File: src/rtl/div_unit.sv
// Sequential signed restoring divider for the HI/LO write-back path.
// Quotient drives lo_out, remainder drives hi_out (MIPS DIV semantics).
module div_unit #(
    parameter int DATA_W = 32
) (
    input  logic              clk,
    input  logic              reset,
    input  logic [DATA_W-1:0] a,
    input  logic [DATA_W-1:0] b,
    input  logic              start,
    output logic              stop,
    output logic              div_zero,
    output logic              busy,
    output logic [DATA_W-1:0] hi_out,
    output logic [DATA_W-1:0] lo_out
);

    localparam int CW = $clog2(DATA_W);

    typedef enum logic [1:0] {IDLE, RUN, FIX, ZERO} state_t;

    state_t            state;
    state_t            state_nx;
    logic [CW-1:0]     cnt;
    logic [DATA_W-1:0] rem;
    logic [DATA_W-1:0] dvd;
    logic [DATA_W-1:0] dsr;
    logic              sign_q;
    logic              sign_r;
    logic [DATA_W:0]   shifted;
    logic [DATA_W:0]   diff;
    logic              ge;
    logic              last;

    function automatic logic [DATA_W-1:0] mag(input logic [DATA_W-1:0] v);
        return v[DATA_W-1] ? -v : v;
    endfunction

    // Guard bit keeps the compare/subtract exact for |b| up to 2^(DATA_W-1)
    assign shifted = {rem, dvd[DATA_W-1]};
    assign diff    = shifted - {1'b0, dsr};
    assign ge      = shifted >= {1'b0, dsr};
    assign last    = (cnt == CW'(DATA_W - 1));
    assign busy    = (state == RUN) || (state == FIX);

    always_ff @(posedge clk) begin
        if (reset) state <= IDLE;
        else       state <= state_nx;
    end

    always_comb begin
        state_nx = state;
        unique case (state)
            IDLE: if (start) state_nx = (b == '0) ? ZERO : RUN;
            RUN:  if (last) state_nx = FIX;
            FIX:  state_nx = IDLE;
            ZERO: state_nx = IDLE;
            default: state_nx = IDLE;
        endcase
    end

    always_ff @(posedge clk) begin
        if (reset) begin
            cnt      <= '0;
            rem      <= '0;
            dvd      <= '0;
            dsr      <= '0;
            sign_q   <= 1'b0;
            sign_r   <= 1'b0;
            stop     <= 1'b0;
            div_zero <= 1'b0;
            hi_out   <= '0;
            lo_out   <= '0;
        end else begin
            stop     <= 1'b0;
            div_zero <= 1'b0;
            unique case (state)
                IDLE: begin
                    if (start) begin
                        if (b == '0) begin
                            div_zero <= 1'b1;
                        end else begin
                            dvd    <= mag(a);
                            dsr    <= mag(b);
                            sign_q <= a[DATA_W-1] ^ b[DATA_W-1];
                            sign_r <= a[DATA_W-1];
                            rem    <= '0;
                            cnt    <= '0;
                        end
                    end
                end
                RUN: begin
                    rem <= ge ? diff[DATA_W-1:0] : shifted[DATA_W-1:0];
                    dvd <= {dvd[DATA_W-2:0], ge};
                    cnt <= cnt + CW'(1);
                end
                FIX: begin
                    lo_out <= sign_q ? -dvd : dvd;
                    hi_out <= sign_r ? -rem : rem;
                    stop   <= 1'b1;
                end
                default: ;
            endcase
        end
    end

endmodule

File: config.mk
export PLATFORM = sky130hd
export DESIGN_NAME = div_unit
export DESIGN_NICKNAME = d
export VERILOG_FILES = /design/src/rtl/div_unit.sv
export SDC_FILE = /design/constraint.sdc
export NUM_CORES = 1
export LEC_CHECK = 0
export CELL_PAD_IN_SITES_DETAIL_PLACEMENT = 1
export CELL_PAD_IN_SITES_GLOBAL_PLACEMENT = 1
export CORE_ASPECT_RATIO = 1.25
export CORE_MARGIN = 2
export CORE_UTILIZATION = 45
export DETAILED_ROUTE_END_ITERATION = 7
export PLACE_DENSITY_LB_ADDON = 0.1
export SLEW_MARGIN = 20
export SYNTH_ARGS = -nofsm -noshare
export SYNTH_HDL_FRONTEND = slang
export SYNTH_SLANG_ARGS = --single-unit
File: constraint.sdc
create_clock -name clk -period 9.46 [get_ports clk]
set_clock_uncertainty 0.1 [all_clocks]
set_input_delay 2.838 -clock clk [delete_from_list [all_inputs] [get_ports clk]]
set_output_delay 2.838 -clock clk [all_outputs]
set_load 0.05 [all_outputs]
# Yosys cells after proc, flatten, opt, wreduce, memory -nomap -nowiden
# Index checks and enable logic that the tools add are counted.
# W data, S select, Z words.
[totals]
regBits = 171
latchBits = 0
mem_bits_rw = 0
mem_bits_ro = 0
in_bits = 67
output_inout_bits = 67
wordCells = 58
n_memories = 0
[op_classes]
addsub = 6
mul = 0
div_mod_pow = 0
order_cmp = 1
eq_ne = 7
shift = 0
mux = 20
bitwise_logic = 4
reduce_logical = 9
[op_table]
columns = ["cell", "n"]
rows = [
  ["$mux W32", 9],
  ["$neg A32 Y32", 4],
  ["$pmux W32 S2", 2],
  ["$ge A33 B32 Y1", 1],
  ["$logic_not A32 Y1", 1],
  ["$sub A32 B32 Y32", 1],
  ["$mux W5", 2],
  ["$pmux W5 S2", 1],
  ["$mux W2", 3],
  ["$ne A2 B2 Y1 const B", 3],
  ["$pmux W2 S3", 1],
  ["$reduce_and A3 Y1", 2],
  ["$add A5 B1 Y5 const B", 1],
  ["$eq A5 B5 Y1 const B", 1],
  ["$eq A2 B2 Y1 const B", 2],
  ["$not A1 Y1", 3],
  ["$reduce_or A3 Y1", 1],
  ["$eq A2 B1 Y1 const B", 1],
  ["$logic_not A2 Y1", 1],
  ["$mux W1", 2],
  ["$reduce_and A2 Y1", 1],
  ["$reduce_bool A2 Y1", 1],
  ["$reduce_or A2 Y1", 1],
  ["$logic_or A1 B1 Y1", 1],
  ["$xor A1 B1 Y1", 1],
]

# Depth between registers and ports, before layout
# Gate-level depths: netlist of run 1.
[logic_depth]
word_depth = 5
mapped_depth = 13

# Worst setup path after synthesis of run 1
# No wires, ideal clock.
[synth_timing]
kind = "in2reg"
startpoint = "in b[24]"
endpoint = "reg rem[18]"
setup_time_ns = 0.087
t_arrival_ns = 5.358
required_time_ns = 9.273
setup_slack_ns = 3.915
cell_stages = 11
path_buffers = 3
path_cell_list = "or4_1 > or4_1 > or4_1 > nand3_1 > buf_4 > o21ai_2 > nor2_1 > buf_4 > buf_2 > nand2_1 > o31ai_1"
[synth_via]
elab_chain_cells = 3
[synth_lines]
columns = ["element", "line", "rtl"]
rows = [
  ["start: declaration", "9", "input logic [DATA_W-1:0] b,"],
  ["$logic_not A32 Y1", "80", "if (b == '0) begin"],
  ["$ne A2 B2 Y1 (no line)", "n/a", ""],
  ["$reduce_and A3 Y1 (no line)", "n/a", ""],
  ["end signal: assignment", "93", "rem <= ge ? diff[DATA_W-1:0] : shifted[DATA_W-1:0];"],
  ["end: declaration", "25", "logic [DATA_W-1:0] rem;"],
]
# Every way passes these cells.
# A chain may end at the register's enable or synchronous reset.

# Final worst setup path of run 1
[layout_timing]
startpoint = "in b[24]"
endpoint = "reg rem[21]"
# Same word-level chain as after synthesis.

==> reports/qor.csv, run 1 <==
stage;metric;value;unit
run_status;status;finished, final reports clean;
power;p_leak;4.822;nW
die;die_x;142.6;um
worst_setup_path;worst_setup_path_start_kind;primary input;
clock_tree;clk_path_buf_depth;2;
drt;drcViolationCount;0;
clock_tree;clkSinkCount;171;
drt;wirelength;34270;um
finish;fillers;2887;
clock_tree;cts_root_buf;clkbuf_16;
clock_tree;cts_resized;0;
worst_setup_path;worstSetupPathType;in2reg;
synthesis;syn-cell-area;0.01080;mm^2
placement;io_buffer_count;133;
global_routing;antenna_found_initial;0;
clock_tree;worstSkewPairLatency;0.44;ns
timing;fmax;156.6;MHz
placement;place_congestion;0.9022;
timing;finalSetupViolCount;0;
global_routing;gr-usage-met1;0.3090;
worst_hold_path;worstHoldStart;dsr[26]$_SDFFE_PP0P_;
die;core_region_area;0.02365;mm^2
global_routing;grt_first_pass_wirelength;54050;um
drt;initialDrtViolationCount;443;
global_routing;overflow;0;
drt;drtAntennaViolNets;0;
clock_tree;cts_made_buffers;17;
synthesis;synth_enable_flop_cells;0;
die;rows;63;
finish;layout_common_cells;171 x dfxtp_1, 160 x nand2_1, 132 x nor2_1, 132 x clkdlybuf4s50_1, 95 x a21oi_1;
finish;layout_commonest_cell;dfxtp_1;
synthesis;synth-seq-area-share;0.3169;
synthesis;syn_inst;1376;
worst_hold_path;holdCritPathClass;reg2reg;
worst_setup_path;cp.arrival;6.63;ns
synthesis;async_flop_share;0;
timing;slew_headroom;0.3173;
synthesis;synth_ff_type;dfxtp_1;
synthesis;yosys_register_bits;171;
power;ir_worst_vdd;0.1432;mV
timing;worst_slew_pin_slew;1.024;ns
finish;nets;1570;
drt;viasPerCell;5.937;
placement;hpwl;25740;um
timing;hold_viol_final;0;
global_routing;grt_busiest_layer;met2;
worst_setup_path;critPathRequiredTime;9.71;ns
clock_tree;cts_tree;built;
clock_tree;clk_pin_slew;0.07;ns
die;initial_core_util;0.4568;
timing;timing.final.crit_share;0.6749;
global_routing;grt_usage;0.2692;
global_routing;grt_pass1_vias;10480;
die;io_pins;134;
global_routing;met3_usage;0.03463;
worst_setup_path;r2r-start;rem[24]$_SDFFE_PP0P_;
timing;finalWorstPathRequiredPeriod;6.384;ns
finish;drive_gt1_frac;0.04549;
drt;vias;10478;
power;power.density;274.1;mW/mm^2
timing;holdWs;0.3745;ns
finish;multi_input_area;0.006855;mm^2
timing;setup_tns;0;ns
clock_tree;ctsHoldBuffers;0;
synthesis;syn_avg_cell_area;7.850;um^2
finish;area_growth;19.18;%
die;die_y;177.2;um
synthesis;synth.yosys.warnings;0;
timing;rsz0062_at_grt;false;
drt;wl_per_cell;19.41;um
die;die_area;0.02527;mm^2
clock_tree;h-tree-depth;4;
global_routing;use_met2;0.5032;
global_routing;grt_start_max_net_pins;85;
finish;antenna_cells;0;
synthesis;yosysUniqueCellTypes;63;
drt;dr.pass1.iters;5;
synthesis;syn-num-nets;1486;
worst_setup_path;path_max_fanout;37;
clock_tree;cts_setup_buffers;0;
timing;drv_slew;0;
finish;final-seq-area;0.003423;mm^2
worst_setup_path;crit_path_end_kind;flip-flop;
worst_setup_path;crit_start;b[24];
job;maxCapViolCount;0;
==> state kept, by name (all words and copies together) (netlist names) <==
register,count
dsr,32
dvd,32
hi_out,32
lo_out,32
rem,32
cnt,5
state,2
div_zero,1
sign_q,1
sign_r,1
stop,1
==> path summary, 6_finish.rpt <==
| kind | endpoint | slack [ns] | cells after the start |
|---|---|---|---|
| min | dsr[26]$_SDFFE_PP0P_ | 0.37 | 2 |
| max reg2reg | rem[6]$_SDFFE_PP0P_ | 5.46 | 9 |
| min reg2reg | dsr[26]$_SDFFE_PP0P_ | 0.37 | 2 |
| max | rem[21]$_SDFFE_PP0P_ | 3.08 | 12 |
==> kinds of logic (layout without fill, tap and decap cells) <==
| family | after synthesis | in the layout | synth area share |
|---|---|---|---|
| AND/OR/NAND/NOR | 425 | 425 | 0.1792 |
| adder cells (fa/ha/maj) | 43 | 43 | 0.05050 |
| buffers and inverters | 141 | 238 | 0.05016 |
| multiplexers | 25 | 25 | 0.02328 |
| XOR/XNOR | 147 | 147 | 0.1192 |
| AO/OA/AOI/OAI | 424 | 424 | 0.2607 |
| flip-flops | 171 | 171 | 0.3169 |
==> synth_stat cells, types with 5 or more instances <==
cell / n / area [um^2]
nand4_1: 13 / 81.33
clkbuf_1: 72 / 270.3
xor2_1: 87 / 762.0
a211oi_1: 94 / 705.7
xnor2_1: 60 / 525.5
o41ai_1: 21 / 183.9
a32oi_1: 9 / 78.83
a21o_1: 15 / 112.6
nand2_1: 160 / 600.6
and3_1: 8 / 50.05
a22oi_1: 13 / 97.59
nor3_1: 20 / 100.1
a21oi_1: 96 / 480.5
or4_1: 13 / 97.59
o21a_1: 6 / 45.04
or3_1: 7 / 43.79
buf_1: 5 / 18.77
dfxtp_1: 171 / 3423
o211ai_1: 14 / 105.1
nor2_1: 133 / 499.2
nor2b_1: 5 / 31.28
o31ai_1: 40 / 300.3
nand2b_1: 10 / 62.56
a21boi_0: 5 / 37.54
mux2i_1: 24 / 240.2
o21ai_0: 78 / 390.4
ha_1: 42 / 525.5
nand3_1: 22 / 110.1
nor4_1: 14 / 87.58
a221oi_1: 5 / 43.79
inv_1: 58 / 217.7
o21bai_1: 8 / 60.06
==> metrics by stage <==
| stage | area [um^2] | worst slack (ns) | instances | util | power [mW] |
|---|---|---|---|---|---|
| floorplan | 10800 | 3.915 | 1376 | - | 2.311 |
| global placement | 12300 | 2.796 | 1733 | 0.5203 | 2.793 |
| detailed placement | 12300 | 2.676 | 1733 | 0.5203 | 2.846 |
| CTS | 12870 | 3.093 | 1765 | 0.5444 | 3.546 |
| global route | 12870 | 2.866 | 1765 | 0.5444 | 3.750 |
| finish | 12870 | 3.076 | 1765 | 0.5444 | 3.529 |
==> final cells by class <==
| type | instances | area share |
|---|---|---|
| Clock inverter | 11 | 0.009330 |
| Tap cell | 292 | 0.02838 |
| Sequential cell | 171 | 0.2659 |
| Inverter | 58 | 0.01691 |
| Multi-Input combinational cell | 1064 | 0.5325 |
| Timing Repair Buffer | 148 | 0.1120 |
| Clock buffer | 21 | 0.03499 |
==> metal layers <==
metal	vias to the layer above	share of wire
met2	180	0.53
met1	5124	0.42
met3	55	0.026
met5	-	0
li1	5119	-
met4	0	0.030
==> worst max-delay path, cell delays in order <==
cell and delay (ns):
clkdlybuf4s50_1 0.50, or4_1 0.62, or4_1 0.47, or4_1 0.57, nand3_1 0.14, buf_4 0.36, o21ai_2 0.09, buf_4 0.28
nor2_1 0.14, buf_4 0.34, a22oi_1 0.15, o31ai_1 0.09
==> power breakdown <==
group | total (mW) | switching, mW | internal [mW]
Sequential | 1.03 | 0.135 | 0.894
Clock | 0.698 | 0.303 | 0.395
Combinational | 1.80 | 1.18 | 0.626
Total | 3.53 | 1.61 | 1.91
Power figures use the tool's default switching activity.
==> run 2, diff against run 1 <==
--- a/config.mk
+++ b/config.mk
@@ -9,7 +9,7 @@
 export CELL_PAD_IN_SITES_GLOBAL_PLACEMENT = 1
 export CORE_ASPECT_RATIO = 1.25
 export CORE_MARGIN = 2
-export CORE_UTILIZATION = 45
+export CORE_UTILIZATION = 42
 export DETAILED_ROUTE_END_ITERATION = 7
 export PLACE_DENSITY_LB_ADDON = 0.1
 export SLEW_MARGIN = 20
==> constraint.sdc (replaced) <==
create_clock -name clk -period 5.89 [get_ports clk]
set_clock_uncertainty 0.1 [all_clocks]
set_input_delay 1.767 -clock clk [delete_from_list [all_inputs] [get_ports clk]]
set_output_delay 1.767 -clock clk [all_outputs]
set_load 0.05 [all_outputs]
==> reports/qor.csv, run 2 (synthesized netlist as in run 1, its figures left out) <==
stage;metric;value;unit;change
run_status;status;finished, final reports clean;;
clock_tree;cts_root_buf;clkbuf_16;;
global_routing;overflow;0;;unchanged
drt;drcViolationCount;0;;unchanged
drt;dr.pass1.iters;5;;unchanged
global_routing;antenna_found_initial;0;;unchanged
clock_tree;cts_setup_buffers;0;;unchanged
timing;holdWs;0.3573;ns;-0.01726 ns
placement;place_congestion;0.8852;;-1.9%
die;core_region_area;0.02529;mm^2;+7.0%
timing;fin_ws;0.9457;ns;-2.130 ns
finish;fin_util;0.5156;;-0.02883
die;die_y;183.3;um;+3.4%
finish;final_cell_area;0.01304;mm^2;+1.3%
global_routing;grt_start_max_net_pins;62;;-27%
clock_tree;cts_tree;built;;
finish;area_growth;20.72;%;
placement;io_buffer_count;133;;unchanged
drt;viasPerCell;5.685;;-4.2%
die;rows;65;;+3.2%
worst_setup_path;path_max_fanout;36;;-2.7%
worst_setup_path;crit_path_end_kind;flip-flop;;
worst_setup_path;worst_setup_path_start_kind;primary input;;
clock_tree;clk_pin_slew;0.08;ns;about the same
timing;finalSetupViolCount;0;;unchanged
drt;drtAntennaViolNets;0;;unchanged
timing;drv_slew;0;;unchanged
global_routing;grt_usage;0.2558;;-0.01346
finish;antenna_cells;0;;unchanged
timing;hold_viol_final;0;;unchanged
die;die_area;0.02703;mm^2;+7.0%
power;ir_worst_vdd;0.2217;mV;+55%
timing;setup_tns;0;ns;unchanged
power;power;5.753;mW;+63%
clock_tree;ctsHoldBuffers;0;;unchanged
power;power.density;441.2;mW/mm^2;+61%
placement;dp.cells;1785;;+3.0%
clock_tree;h-tree-depth;4;;unchanged
job;maxCapViolCount;0;;unchanged
die;initial_core_util;0.4271;;-0.02971
timing;rsz0062_at_grt;false;;
die;io_pins;134;;unchanged
timing;timing.final.crit_share;0.8394;;
clock_tree;cts_resized;0;;unchanged
power;p_leak;4.892;nW;+1.5%
finish;nets;1579;;+0.57%
drt;wirelength;34620;um;+1.0%
die;die_x;147.4;um;+3.4%
timing;worst_slew_pin_slew;0.9018;ns;-0.1223 ns
drt;wl_per_cell;19.05;um;-1.9%
placement;place_ws;0.5165;ns;-2.159 ns
drt;initialDrtViolationCount;383;;-14%
worst_setup_path;cp.arrival;5.14;ns;-1.49 ns
clock_tree;worstSkewPairLatency;0.44;ns;about the same
global_routing;grt_pass1_vias;10413;;-0.64%
timing;slew_headroom;0.3988;;+0.08152
drt;vias;10330;;-1.4%
clock_tree;cts_made_buffers;17;;unchanged
worst_setup_path;critPathRequiredTime;6.08;ns;-3.63 ns
global_routing;grt_first_pass_wirelength;55280;um;+2.3%
worst_hold_path;holdCritPathClass;reg2reg;;
timing;fmax;202.3;MHz;
finish;drive_gt1_frac;0.05331;;+0.007821
timing;finalWorstPathRequiredPeriod;4.944;ns;
finish;finalNonFillerCells;1817;;+2.9%
clock_tree;clkSinkCount;171;;unchanged
worst_setup_path;worstSetupPathType;in2reg;;
placement;hpwl;25940;um;+0.78%
clock_tree;clk_path_buf_depth;2;;unchanged
placement;dpl_cell_area;0.01242;mm^2;+0.99%
finish;layout_commonest_cell;dfxtp_1;;
finish;layout_common_cells;171 x dfxtp_1, 160 x nand2_1, 132 x nor2_1, 132 x clkdlybuf4s50_1, 95 x a21oi_1;;
-- run 2: routing by layer --
| metal | vias to the layer above | part of all wire | track usage |
|---|---|---|---|
| li1 | 5137 | - | - |
| met1 | 4990 | 0.43 | 0.3036 |
| met2 | 161 | 0.52 | 0.4753 |
| met3 | 42 | 0.024 | 0.03308 |
| met4 | 0 | 0.025 | 0.08192 |
| met5 | - | 0 | 0 |
-- run 2: final cells by class --
type	instances	area [um^2]
fillers	3074	12250
multi-input cells	1064	6855
flip-flops and latches	171	3423
repair buffers	157	1509
clock buffers	17	425.4
well taps	335	419.2
inverters	58	217.7
clock inverters	15	190.2
-- run 2: final timing paths --
path                         from                    to  slack (ns)  cells past startpoint
min          dsr[26]$_SDFFE_PP0P_  dsr[26]$_SDFFE_PP0P_        0.36                      2
max                         b[24]   dvd[2]$_SDFFE_PP0P_        0.95                      9
max reg2reg  rem[27]$_SDFFE_PP0P_   rem[9]$_SDFFE_PP0P_        2.02                     10
min reg2reg  dsr[26]$_SDFFE_PP0P_  dsr[26]$_SDFFE_PP0P_        0.36                      2
-- run 2: power breakdown --
part	internal, mW	total (mW)	leakage [nW]	switching (mW)
clock	0.676	1.20	0.301	0.523
sequential	1.43	1.66	1.40	0.221
combinational	1.02	2.90	3.19	1.87
-- run 2: worst max-delay path: stages --
cell             delay, ns
clkdlybuf4s50_1       0.48
or4_1                 0.62
or4_1                 0.47
or4_1                 0.60
nand3_1               0.19
buf_4                 0.37
nor2_1                0.29
a32oi_1               0.26
a21oi_1               0.09
==> run 3, diff against run 2 <==
==> constraint.sdc (replaced) <==
create_clock -name clk -period 4.7 [get_ports clk]
set_clock_uncertainty 0.1 [all_clocks]
set_input_delay 1.41 -clock clk [delete_from_list [all_inputs] [get_ports clk]]
set_output_delay 1.41 -clock clk [all_outputs]
set_load 0.05 [all_outputs]
==> reports/qor.csv, run 3 (synthesized netlist as in run 1, its figures left out) <==
stage;metric;value;unit;change
run_status;status;finished, final reports clean;;
worst_setup_path;cp_slowest_cell;or4_1;;
global_routing;gr-usage-met1;0.3091;;+0.005453
timing;hold_viol_final;0;;unchanged
drt;dr.pass1.iters;5;;unchanged
clock_tree;clkSinkCount;171;;unchanged
global_routing;grt_usage;0.2631;;+0.007347
die;initial_core_util;0.4271;;unchanged
worst_hold_path;hold_path_depth;2;;unchanged
clock_tree;h-tree-depth;4;;unchanged
worst_setup_path;crit_path_end_kind;flip-flop;;
clock_tree;worstSkewPairLatency;0.45;ns;about the same
worst_hold_path;holdCritPathClass;reg2reg;;
finish;antenna_cells;0;;unchanged
timing;finalSetupViolCount;0;;unchanged
placement;io_buffer_count;133;;unchanged
global_routing;met3_usage;0.02736;;-0.005721
power;p_leak;4.976;nW;+1.7%
drt;initialDrtViolationCount;558;;+46%
worst_hold_path;whs_endpoint;dsr[30]$_SDFFE_PP0P_;;
global_routing;use_met2;0.4677;;-0.007664
clock_tree;ctsHoldBuffers;0;;unchanged
global_routing;antenna_found_initial;0;;unchanged
drt;drcViolationCount;0;;unchanged
finish;drive_gt1_frac;0.06091;;+0.007604
worst_setup_path;cpMostUsedCell;or4_1;;
timing;finalWorstPathRequiredPeriod;4.326;ns;
finish;fillers;3086;;+0.39%
timing;worst_slew_pin_slew;0.9137;ns;+0.01198 ns
timing;holdWs;0.3517;ns;-0.005551 ns
power;ir_worst_vdd;0.2859;mV;+29%
finish;layout_commonest_cell;dfxtp_1;;
worst_setup_path;path_cells;clkdlybuf4s50_1 -> or4_1 -> or4_1 -> or4_1 -> nand3_1 -> buf_4 -> buf_12 -> nor2_1 -> a32oi_1 -> a21oi_1;;
die;io_pins;134;;unchanged
clock_tree;cts_setup_buffers;0;;unchanged
global_routing;grt_busiest_layer;met2;;
clock_tree;clk_pin_slew;0.07;ns;about the same
global_routing;grt_start_max_net_pins;80;;+29%
die;rows;65;;unchanged
worst_setup_path;cp.arrival;4.52;ns;-0.62 ns
clock_tree;cts_tree;built;;
global_routing;grt_first_pass_wirelength;56820;um;+2.8%
finish;fin_util;0.5215;;+0.005985
drt;wirelength;35240;um;+1.8%
worst_setup_path;reg2reg_slack;0.70;ns;-1.32 ns
timing;drv_slew;0;;unchanged
worst_setup_path;path_max_fanout;36;;unchanged
clock_tree;cts_resized;0;;unchanged
placement;hpwl;26270;um;+1.3%
placement;place_congestion;0.8806;;-0.52%
clock_tree;cts_root_buf;clkbuf_16;;
finish;layout_common_cells;171 x dfxtp_1, 160 x nand2_1, 132 x nor2_1, 132 x clkdlybuf4s50_1, 95 x a21oi_1;;
timing;fmax;231.2;MHz;
global_routing;overflow;0;;unchanged
worst_setup_path;r2r_end;rem[7]$_SDFFE_PP0P_;;
die;die_area;0.02703;mm^2;unchanged
die;core_region_area;0.02529;mm^2;unchanged
global_routing;grt_pass1_vias;10749;;+3.2%
drt;viasPerCell;5.734;;+0.86%
finish;nets;1591;;+0.76%
die;die_y;183.3;um;unchanged
worst_setup_path;r2r-start;rem[27]$_SDFFE_PP0P_;;
die;die_x;147.4;um;unchanged
job;maxCapViolCount;0;;unchanged
timing;rsz0062_at_grt;false;;
finish;area_growth;22.12;%;
worst_setup_path;worstSetupPathType;in2reg;;
power;power.density;552.4;mW/mm^2;+25%
worst_setup_path;rr_worst_depth;10;;unchanged
clock_tree;clk_path_buf_depth;2;;unchanged
worst_setup_path;worst_setup_path_start_kind;primary input;;
timing;slew_headroom;0.3908;;-0.007988
drt;vias;10488;;+1.5%
worst_setup_path;critPathRequiredTime;4.89;ns;-1.19 ns
drt;drtAntennaViolNets;0;;unchanged
drt;wl_per_cell;19.27;um;+1.1%
timing;timing.final.crit_share;0.9203;;
worst_hold_path;worstHoldStart;dsr[30]$_SDFFE_PP0P_;;
clock_tree;cts_made_buffers;17;;unchanged
worst_setup_path;max_stage_delay;0.59;ns;-0.03 ns
[run 3: worst max-delay path: cells and delay by family]
| kind | cells | cell delay, ns |
|---|---|---|
| buffers and inverters | 3 | 0.75 |
| AO/OA/AOI/OAI | 2 | 0.35 |
| AND/OR/NAND/NOR | 5 | 2.00 |
[run 3: area by class of cell]
class                      instances  area, um^2  share of cell area
clock buffer                      17       425.4             0.03225
sequential                       171        3423              0.2595
tap                              335       419.2             0.03177
multi-input combinational       1064        6855              0.5197
inverter                          58       217.7             0.01650
clock inverter                    15       188.9             0.01432
timing repair buffer             169        1662              0.1260
[run 3: metrics by stage]
step	cell area (um^2)	worst slack [ns]	cells	power [mW]	TNS, ns
6_report	13190	0.3744	1829	7.287	0
5_1_grt	13190	0.1849	1829	7.770	0
4_1_cts	13190	0.3656	1829	7.339	0
3_5_place_dp	12580	-0.09330	1797	5.824	-0.6599
3_3_place_gp	12580	0.01257	1797	5.734	0
2_1_floorplan	10800	0.5834	1376	4.651	0
[run 3: worst max-delay path by stage]
stage	start	to	cells past startpoint
final	b[24]	dvd[4]$_SDFFE_PP0P_	10
after global routing	b[24]	dvd[3]$_SDFFE_PP0P_	10
after CTS	b[24]	dvd[8]$_SDFFE_PP0P_	10
after detailed placement	b[24]	dvd[4]$_SDFFE_PP0P_	10
after global placement	b[24]	dvd[9]$_SDFFE_PP0P_	10
after floorplan	b[24]	rem[18]$_SDFFE_PP0P_	11
[run 3: layer usage]
layer / wire (um) / vias up
met5: 0 / -
met3: 865 / 77
met1: 14800 / 5042
li1: - / 5165
met2: 17750 / 204
met4: 1822 / 0
[run 3: where the power goes]
| group | switching [mW] | internal, mW |
|---|---|---|
| Clock | 0.651 | 0.847 |
| Sequential | 0.278 | 1.80 |
| Combinational | 2.38 | 1.34 |
